$ cat config.mk
export PLATFORM = sky130hd
export DESIGN_NAME = memtrace_issue_ctrl
export DESIGN_NICKNAME = d
export VERILOG_FILES = /design/src/rtl/memtrace_issue_ctrl.sv
export SDC_FILE = /design/constraint.sdc
export NUM_CORES = 1
export LEC_CHECK = 0
export CAP_MARGIN = 20
export CORE_UTILIZATION = 25
export CTS_BUF_LIST = sky130_fd_sc_hd__clkbuf_4 sky130_fd_sc_hd__clkbuf_8
export DETAILED_ROUTE_END_ITERATION = 10
export MAX_ROUTING_LAYER = met4
export SLEW_MARGIN = 20
export SYNTH_ARGS = -nofsm -noshare
export SYNTH_HDL_FRONTEND = slang
export SYNTH_SLANG_ARGS = --single-unit
$ cat constraint.sdc
create_clock -name clock -period 23 [get_ports clock]
set_clock_uncertainty 0.2 [all_clocks]
set_input_delay 5.75 -clock clock [delete_from_list [all_inputs] [get_ports clock]]
set_output_delay 5.75 -clock clock [all_outputs]
set_load 0.02 [all_outputs]
$ cat src/rtl/memtrace_issue_ctrl.sv
// Trace-driven memory request sequencer: fetches one multi-lane trace row, issues its lanes round-robin.
// Optional statistics counters are compiled in when MEMTRACE_ISSUE_STATS_EN is defined.
module memtrace_issue_ctrl #(
  parameter int NUM_LANES       = 4,
  parameter int LANE_W          = 2,
  parameter int DATA_WIDTH      = 64,
  parameter int LOGSIZE_WIDTH   = 8,
  parameter int MAX_OUTSTANDING = 8
) (
  input  logic                             clock,
  input  logic                             reset,
  output logic [63:0]                      trace_read_cycle,
  output logic                             trace_read_ready,
  input  logic [NUM_LANES-1:0]             trace_read_valid,
  input  logic [DATA_WIDTH*NUM_LANES-1:0]  trace_read_address,
  input  logic [NUM_LANES-1:0]             trace_read_is_store,
  input  logic [LOGSIZE_WIDTH*NUM_LANES-1:0] trace_read_size,
  input  logic [DATA_WIDTH*NUM_LANES-1:0]  trace_read_data,
  input  logic                             trace_read_finished,
  output logic                             req_valid,
  input  logic                             req_ready,
  output logic [LANE_W-1:0]                req_lane,
  output logic [DATA_WIDTH-1:0]            req_address,
  output logic [DATA_WIDTH-1:0]            req_data,
  output logic                             req_is_store,
  output logic [LOGSIZE_WIDTH-1:0]         req_size,
  input  logic                             resp_valid,
  output logic [7:0]                       outstanding,
  output logic                             done,
`ifdef MEMTRACE_ISSUE_STATS_EN
  output logic                             err_underflow,
  output logic [31:0]                      stat_loads,
  output logic [31:0]                      stat_stores,
  output logic [31:0]                      stat_stall_cycles
`else
  output logic                             err_underflow
`endif
);

  localparam logic [1:0] ST_FETCH = 2'd0;
  localparam logic [1:0] ST_ISSUE = 2'd1;
  localparam logic [1:0] ST_DRAIN = 2'd2;
  localparam logic [1:0] ST_DONE  = 2'd3;

  logic [1:0]               state;
  logic [NUM_LANES-1:0]     pending;
  logic [NUM_LANES-1:0]     pending_next;
  logic [LANE_W-1:0]        rr_ptr;
  logic [LANE_W-1:0]        grant;
  logic [LANE_W-1:0]        cand;
  logic                     found;
  logic                     below_limit;
  logic                     issue;
  logic                     resp_dec;
  logic [7:0]               outstanding_next;

  logic [DATA_WIDTH-1:0]    addr_q [NUM_LANES];
  logic [DATA_WIDTH-1:0]    data_q [NUM_LANES];
  logic [LOGSIZE_WIDTH-1:0] size_q [NUM_LANES];
  logic [NUM_LANES-1:0]     store_q;

  function automatic logic [LANE_W-1:0] lane_wrap(input int v);
    return LANE_W'(v % NUM_LANES);
  endfunction

  function automatic logic [31:0] sat_inc(input logic [31:0] v);
    return (v == 32'hFFFF_FFFF) ? v : v + 32'd1;
  endfunction

  // Round-robin search: first pending lane at or after rr_ptr, wrapping.
  always_comb begin
    grant = rr_ptr;
    found = 1'b0;
    cand  = '0;
    for (int i = 0; i < NUM_LANES; i++) begin
      cand = lane_wrap(int'(rr_ptr) + i);
      if (!found && pending[cand]) begin
        grant = cand;
        found = 1'b1;
      end
    end
  end

  assign below_limit      = outstanding < 8'(MAX_OUTSTANDING);
  assign req_valid        = (state == ST_ISSUE) && (pending != '0) && below_limit;
  assign issue            = req_valid && req_ready;
  assign resp_dec         = resp_valid && (outstanding != 8'd0);
  assign outstanding_next = outstanding + 8'(issue) - 8'(resp_dec);
  assign pending_next     = pending & ~(NUM_LANES'(1) << grant);

  assign trace_read_ready = (state == ST_FETCH);
  assign done             = (state == ST_DONE);
  assign req_lane         = grant;
  assign req_address      = addr_q[grant];
  assign req_data         = data_q[grant];
  assign req_is_store     = store_q[grant];
  assign req_size         = size_q[grant];

  always_ff @(posedge clock) begin
    if (reset) begin
      state            <= ST_FETCH;
      trace_read_cycle <= '0;
      rr_ptr           <= '0;
      pending          <= '0;
      outstanding      <= '0;
      err_underflow    <= 1'b0;
    end else begin
      outstanding <= outstanding_next;
      if (resp_valid && outstanding == 8'd0)
        err_underflow <= 1'b1;
      case (state)
        ST_FETCH: begin
          if (|trace_read_valid) begin
            pending <= trace_read_valid;
            state   <= ST_ISSUE;
          end else if (trace_read_finished) begin
            state <= ST_DRAIN;
          end else begin
            trace_read_cycle <= trace_read_cycle + 64'd1;
          end
        end
        ST_ISSUE: begin
          if (issue) begin
            pending <= pending_next;
            rr_ptr  <= lane_wrap(int'(grant) + 1);
            if (pending_next == '0) begin
              trace_read_cycle <= trace_read_cycle + 64'd1;
              state            <= ST_FETCH;
            end
          end
        end
        ST_DRAIN: begin
          if (outstanding_next == 8'd0)
            state <= ST_DONE;
        end
        default: ;
      endcase
    end
  end

  // Row payload is held unreset; only the pending mask decides what is live.
  always_ff @(posedge clock) begin
    if (state == ST_FETCH && |trace_read_valid) begin
      for (int g = 0; g < NUM_LANES; g++) begin
        addr_q[g]  <= trace_read_address[DATA_WIDTH*g +: DATA_WIDTH];
        data_q[g]  <= trace_read_data[DATA_WIDTH*g +: DATA_WIDTH];
        size_q[g]  <= trace_read_size[LOGSIZE_WIDTH*g +: LOGSIZE_WIDTH];
        store_q[g] <= trace_read_is_store[g];
      end
    end
  end

`ifdef MEMTRACE_ISSUE_STATS_EN
  always_ff @(posedge clock) begin
    if (reset) begin
      stat_loads        <= '0;
      stat_stores       <= '0;
      stat_stall_cycles <= '0;
    end else begin
      if (issue && req_is_store)
        stat_stores <= sat_inc(stat_stores);
      if (issue && !req_is_store)
        stat_loads <= sat_inc(stat_loads);
      if ((req_valid && !req_ready) || (state == ST_ISSUE && pending != '0 && !below_limit))
        stat_stall_cycles <= sat_inc(stat_stall_cycles);
    end
  end
`endif

endmodule
==> metrics.yaml, run 1 <==
finish:
  fillCellCount: 9483
  nNetsFinal: 2959
  multi_input_area_sq_mm: 0.00683
  drive_gt1_frac: 0.0899
  area_delta_synth_final_pct: 46.0
  fin_cells: 3848
  regArea_sq_mm: 0.0181
  final_util: 0.369
die:
  coreArea_sq_mm: 0.100
  die_h_um: 320
  num_rows: 116
  fp.dieW_um: 320
  die_area_sq_mm: 0.103
  ioPinCount: 772
  initial_core_util: 0.253
critical_path:
  reg2reg_to: "trace_read_cycle[39]"
  crit_fanout: 47
  reg2reg_from: "pending[3]"
  path_class: "flip-flop to output pin"
  cp.arrival_ns: 5.16
  required_ns: 17.05
  r2r_slack_ns: 17.19
  cp-end-kind: "output pin"
  startpoint: "pending[0]"
  cp-start-kind: "flip-flop"
  r2r_cells: 13
synthesis:
  synth_seq_area_share: 0.713
  synth.distinct_cells: 62
  synth_fp_nets: 2128
  syn_area_per_cell_sq_um: 16.4
  async_flop_share: 0
  synthFlopType: "edfxtp_1"
  yosys_warnings: 0
  ys_ff_latch: 629
  syn_inst: 1549
  synth.cell_area_sq_mm: 0.0254
  synth-edff-count: 548
placed_design:
  io_buffers: 771
  gp_congestion: 0.937
  place_inst: 3625
  pre_cts_slack_ns: 12.67
  dpl.hpwl_mm: 57.0
power_and_ir_drop:
  max-vdd-ir-drop_mv: 0.117
  p_leak_nw: 12.7
  cellPowerDensity_mw_per_mm2: 142
global_routing:
  antenna_found_initial: 23
  gr-usage-all-layers: 0.151
  grt_overflow: 0
  grt_pass1_wl_mm: 112
  first_global_vias: 17825
  grt_max_degree: 168
outcome:
  status: "finished clean"
clocking:
  cts_root_buffer: "clkbuf_8"
  numClockSinks: 629
  holdBufCountCts: 0
  cts_resized: 0
  htreeDepth: 3
  cts_setup_buffers: 0
  cts_max_path_buffers: 3
  numCtsBuffers: 110
  clock_latency_ns: 0.75
  cts_tree: "done"
  path_clk_slew_ns: 0.06
min_path:
  holdCritPathClass: "flip-flop to flip-flop"
  hold_end: "err_underflow"
  worstHoldPathCells: 2
  min-delay-start: "err_underflow"
timing:
  finalCritPeriodShare: 0.483
  rsz0062_at_grt: "no"
  setup_tns_ns: 0
  slew_violations: 0
  worst_pin_slew_ns: 1.08
  setup_violations: 0
  setup_ws_ns: 11.89
  hold_viol_final: 0
  fin_crit_ns: 11.11
  max_slew_margin: 0.283
  max_freq_mhz: 90.0
drt:
  drtAntennaViolNets: 0
  vias: 16692
  drt_first_pass_iters: 5
  wl_per_cell_um: 20.2
  initialDrtViolationCount: 856
  drc: 0
  via_per_inst: 4.34
  wirelength_mm: 77.7
flow_run:
  drv_cap: 0
-- Yosys cell counts (24+ instances only) --
master      n  area share
dfxtp_1    81       0.064
o31ai_1    28      0.0083
nor2_1     45      0.0067
mux2i_1   413        0.16
or4_1      33      0.0098
inv_1      35      0.0052
nand2_1    35      0.0052
clkbuf_1   24      0.0036
buf_2      37      0.0073
edfxtp_1  548        0.65
a21oi_1    52       0.010
-- stage by stage --
stage	instance area [sq um]	hold WS (ns)	power, mW
4_1_cts	37000	0.280	5.35
3_3_place_gp	34600	0.258	4.17
5_1_grt	37000	0.327	5.52
3_5_place_dp	34600	0.264	4.20
2_1_floorplan	25400	0.283	3.40
6_report	37000	0.280	5.25
-- routing by layer --
metal	GRT usage	vias up	wire (um)
met5	-	-	0
met4	0.0617	0	2790
met2	0.264	646	40500
li1	-	7739	-
met1	0.151	8143	28300
met3	0.0542	164	6140
-- how the worst max path moves through the flow --
stage | endpoint | slack (ns)
floorplan | addr_q[0][0] | 3.60
detailed placement | addr_q[1][39] | 12.67
global route | req_address[53] | 11.59
CTS | req_address[53] | 11.83
global placement | req_address[22] | 12.81
finish | req_address[22] | 11.89
-- kinds of logic after synthesis --
logic type	Yosys count	synth area share
buffers and inverters	104	0.0180
AND/OR/NAND/NOR	231	0.0538
flip-flops	629	0.713
XOR/XNOR	20	0.00691
AO/OA/AOI/OAI	125	0.0318
adder cells (fa/ha/maj)	22	0.0112
multiplexers	418	0.165
-- final cells by class --
| type | instances | area share |
|---|---|---|
| sequential | 629 | 0.488 |
| inverter | 36 | 0.00385 |
| clock inverter | 54 | 0.0142 |
| timing repair buffer | 787 | 0.212 |
| clock buffer | 148 | 0.0496 |
| tap | 1357 | 0.0459 |
| multi-input combinational | 816 | 0.185 |
| antenna | 21 | 0.00142 |
-- where the power goes --
group          internal (mW)  leakage [nW]  total, mW  switching [mW]
clock                  0.623          1.24       1.10           0.480
sequential              1.76          6.10       1.90           0.139
combinational          0.972          5.39       2.25            1.27
total                   3.35          12.7       5.25            1.89
-- placed cells by master (no fill, tap or decap), types with 3 or more instances in the layout --
master           Yosys  routed
inv_1               35      35
and3_1              11      11
nor3_1               5       5
and4_1               4       4
nor2b_1             11      11
o21ai_0             22      22
clkinv_2             0      17
buf_4                1      14
and2_1               4       3
mux2i_1            413     413
nor2_1              45      45
clkinvlp_4           0       3
nand3_1             21      21
nand2_1             35      35
clkbuf_4             0      32
clkbuf_8             0     116
dfxtp_1             81      81
or3_1               13      13
bufinv_16            0       9
or4_1               33      33
diode_2              0      21
ha_1                21      21
a21oi_1             52      51
mux2_2               3       3
nor4_1               4       4
o22ai_1              6       6
nand4_1             22      22
clkinv_1             1      20
xor2_1              18      18
edfxtp_1           548     548
nand2b_1             4       4
o31ai_1             28      28
clkdlybuf4s50_1      0     770
-- flip-flops by register name (all words and copies together), names as in the netlist, 2 cells and up --
signal,cells
rr_ptr,2
size_q,32
state,2
pending,4
trace_read_cycle,64
outstanding,8
addr_q,256
store_q,4
data_q,256
-- critical path, stage by stage (launching register included) --
cell             delay, ns
dfxtp_1               0.36
inv_1                 0.13
and3_1                0.17
o22ai_1               0.13
a21oi_4               0.18
buf_4                 0.60
buf_4                 0.76
buf_4                 0.76
mux2i_1               0.18
mux2i_1               0.29
clkdlybuf4s50_1       0.67
(Power assumes the default switching activity.)
==> inputs of run 2 (changes only) <==
Clock period 23 ns to 9.8 ns, I/O delays scaled along.
==> run 2 against run 1 <==
Net effect:
- register-to-register slack got worse by 13 ns
- count of clock-buffer cells in the layout decreased by 3
- utilization decreased by 0.081 points
- final cell count increased by 0.26%
- critical path depth decreased by 3
- clock power increased by 120%
- first-iteration DRC count increased by 24%
- sequential share of layout area increased by 0.11 points
- die area unchanged
- sequential power increased by 130%
- cell area decreased by 0.22%
- global-route usage decreased by 0.14 points
- critical path type unchanged
- critical endpoint is now req_data[7]
- largest cell class unchanged
- highest routed layer unchanged
==> metrics.yaml, run 2 (synthesized netlist as in run 1, its figures left out) <==
finish:
  layout_common_cells: "770 x clkdlybuf4s50_1, 548 x edfxtp_1, 413 x mux2i_1, 113 x clkbuf_8, 81 x dfxtp_1"  # was 770 x clkdlybuf4s50_1, 548 x edfxtp_1, 413 x mux2i_1, 116 x clkbuf_8, 81 x dfxtp_1
  reg.largest.list: "addr_q x256, data_q x256, trace_read_cycle x64"  # unchanged
  area_delta_synth_final_pct: 45.7  # was 46.0%
  drive_gt1_frac: 0.0845  # was 0.0899
  final_util: 0.368  # was 0.369
  nNetsFinal: 2960  # was 2959
  stdcell_area_sq_mm: 0.0369  # was 0.0370 sq mm
  fin_cells: 3858  # was 3848
  final_common_cell: "clkdlybuf4s50_1"  # unchanged
timing:
  setup_ws_ns: 2.63  # was 11.89 ns
  finalCritPeriodShare: 0.732
  rsz0062_at_grt: "no"  # unchanged
  setup_violations: 0  # unchanged
  max_freq_mhz: 139
  slew_violations: 0  # unchanged
  worst_pin_slew_ns: 1.14  # was 1.08 ns
  max_slew_margin: 0.243  # was 0.283
  fin_crit_ns: 7.17
  hold_ws_ns: 0.283  # was 0.280 ns
  hold_viol_final: 0  # unchanged
  setup_tns_ns: 0  # unchanged
critical_path:
  slowest_delay_ns: 0.77  # was 0.76 ns
  critPathSlowestCell: "a21oi_4"  # was buf_4
  reg2reg_from: "pending[3]"  # unchanged
  cp_common_cell: "mux2i_1"  # was buf_4
  required_ns: 7.15  # was 17.05 ns
  r2r_slack_ns: 4.02  # was 17.19 ns
  cp-end-kind: "output pin"  # unchanged
  critical_path.cell_chain: "and3_1 -> o22ai_1 -> a21oi_4 -> buf_12 -> mux2i_1 -> mux2i_1 -> clkdlybuf4s50_1"  # was inv_1 -> and3_1 -> o22ai_1 -> a21oi_4 -> buf_4 -> buf_4 -> buf_4 -> mux2i_1 -> mux2i_1 -> clkdlybuf4s50_1
  r2r_cells: 12  # was 13
  reg2reg_to: "trace_read_cycle[57]"  # was trace_read_cycle[39]
  crit_fanout: 120  # was 47
  path_class: "flip-flop to output pin"  # unchanged
  cp-start-kind: "flip-flop"  # unchanged
  cp.arrival_ns: 4.52  # was 5.16 ns
drt:
  initialDrtViolationCount: 1061  # was 856
  wl_met3_mm: 6.13  # was 6.14 mm
  wirelength_mm: 77.4  # was 77.7 mm
  wl_met2_mm: 40.7  # was 40.5 mm
  via_per_inst: 4.35  # was 4.34
  drc: 0  # unchanged
  drtAntennaViolNets: 0  # unchanged
  drt-met1-wl_mm: 28.4  # was 28.3 mm
  drt_first_pass_iters: 7  # was 5
  vias: 16765  # was 16692
  wl_per_cell_um: 20.1  # was 20.2 um
  highest_layer: "met4"  # unchanged
die:
  ioPinCount: 772  # unchanged
  coreArea_sq_mm: 0.100  # unchanged
  die_h_um: 320  # unchanged
  fp.dieW_um: 320  # unchanged
  initial_core_util: 0.253  # unchanged
  num_rows: 116  # unchanged
  die_area_sq_mm: 0.103  # unchanged
placed_design:
  gp_congestion: 0.950  # was 0.937
  dpl.hpwl_mm: 57.1  # was 57.0 mm
  dpl_cell_area_sq_mm: 0.0346  # about the same
  place_inst: 3625  # unchanged
  pre_cts_slack_ns: 3.41  # was 12.67 ns
  io_buffers: 771  # unchanged
global_routing:
  grt_overflow: 0  # unchanged
  grt_max_degree: 172  # was 168
  antenna_found_initial: 31  # was 23
  first_global_vias: 17462  # was 17825
  gr-usage-all-layers: 0.149  # was 0.151
  grt_pass1_wl_mm: 110  # was 112 mm
power_and_ir_drop:
  max-vdd-ir-drop_mv: 0.237  # was 0.117 mV
  p_total_mw: 12.2  # was 5.25 mW
  cellPowerDensity_mw_per_mm2: 331  # was 142 mW/mm^2
  p_leak_nw: 12.7  # about the same
clocking:
  cts_tree: "done"  # unchanged
  numCtsBuffers: 111  # was 110
  holdBufCountCts: 0  # unchanged
  htreeDepth: 3  # unchanged
  numClockSinks: 629  # unchanged
  cts_setup_buffers: 0  # unchanged
  clock_latency_ns: 0.75  # about the same
  path_clk_slew_ns: 0.06  # about the same
  cts_root_buffer: "clkbuf_8"  # unchanged
  cts_max_path_buffers: 3  # unchanged
  cts_resized: 0  # unchanged
flow_run:
  drv_cap: 0  # unchanged
min_path:
  holdCritPathClass: "flip-flop to flip-flop"  # unchanged
  hold_end: "trace_read_cycle[63]"  # was err_underflow
  min-delay-start: "trace_read_cycle[63]"  # was err_underflow
  worstHoldPathCells: 2  # unchanged
outcome:
  status: "finished clean"  # unchanged
run 2: power by group:
part	total, mW	switching [mW]	internal (mW)	leakage, nW
combinational	5.34	3.04	2.29	5.39
clock	2.47	1.13	1.34	1.17
sequential	4.42	0.295	4.12	6.10
total	12.2	4.46	7.76	12.7
run 2: cell type report:
cell class | count | area (sq um)
clock inverter | 61 | 459
sequential | 629 | 18100
timing repair buffer | 787 | 7870
clock buffer | 145 | 1800
inverter | 36 | 143
tap | 1357 | 1700
antenna | 27 | 67.6
fill | 9524 | 63300
multi-input combinational | 816 | 6830
run 2: routing by layer:
layer	GRT usage	vias up
li1	-	7757
met1	0.154	8164
met2	0.257	696
met3	0.0531	148
met4	0.0604	0
met5	-	-
run 2: worst max-delay path by stage:
stage / start / to / slack [ns] / cells past startpoint
2_1_floorplan: trace_read_valid[0] / addr_q[0][0] / 2.75 / 2
3_3_place_gp: pending[0] / req_address[60] / 3.37 / 8
3_5_place_dp: pending[1] / req_address[60] / 3.41 / 8
4_1_cts: rr_ptr[1] / req_address[60] / 2.50 / 7
5_1_grt: rr_ptr[1] / req_data[0] / 2.40 / 8
6_report: rr_ptr[1] / req_data[7] / 2.63 / 7
run 2: critical path, delay by kind of cell (launching register included):
family / cells / cell delay (ns)
buffers and inverters: 2 / 1.14
AOI/OAI and AO/OA: 2 / 0.89
muxes: 2 / 0.72
DFF: 1 / 0.47
and+or+nand+nor: 1 / 0.20
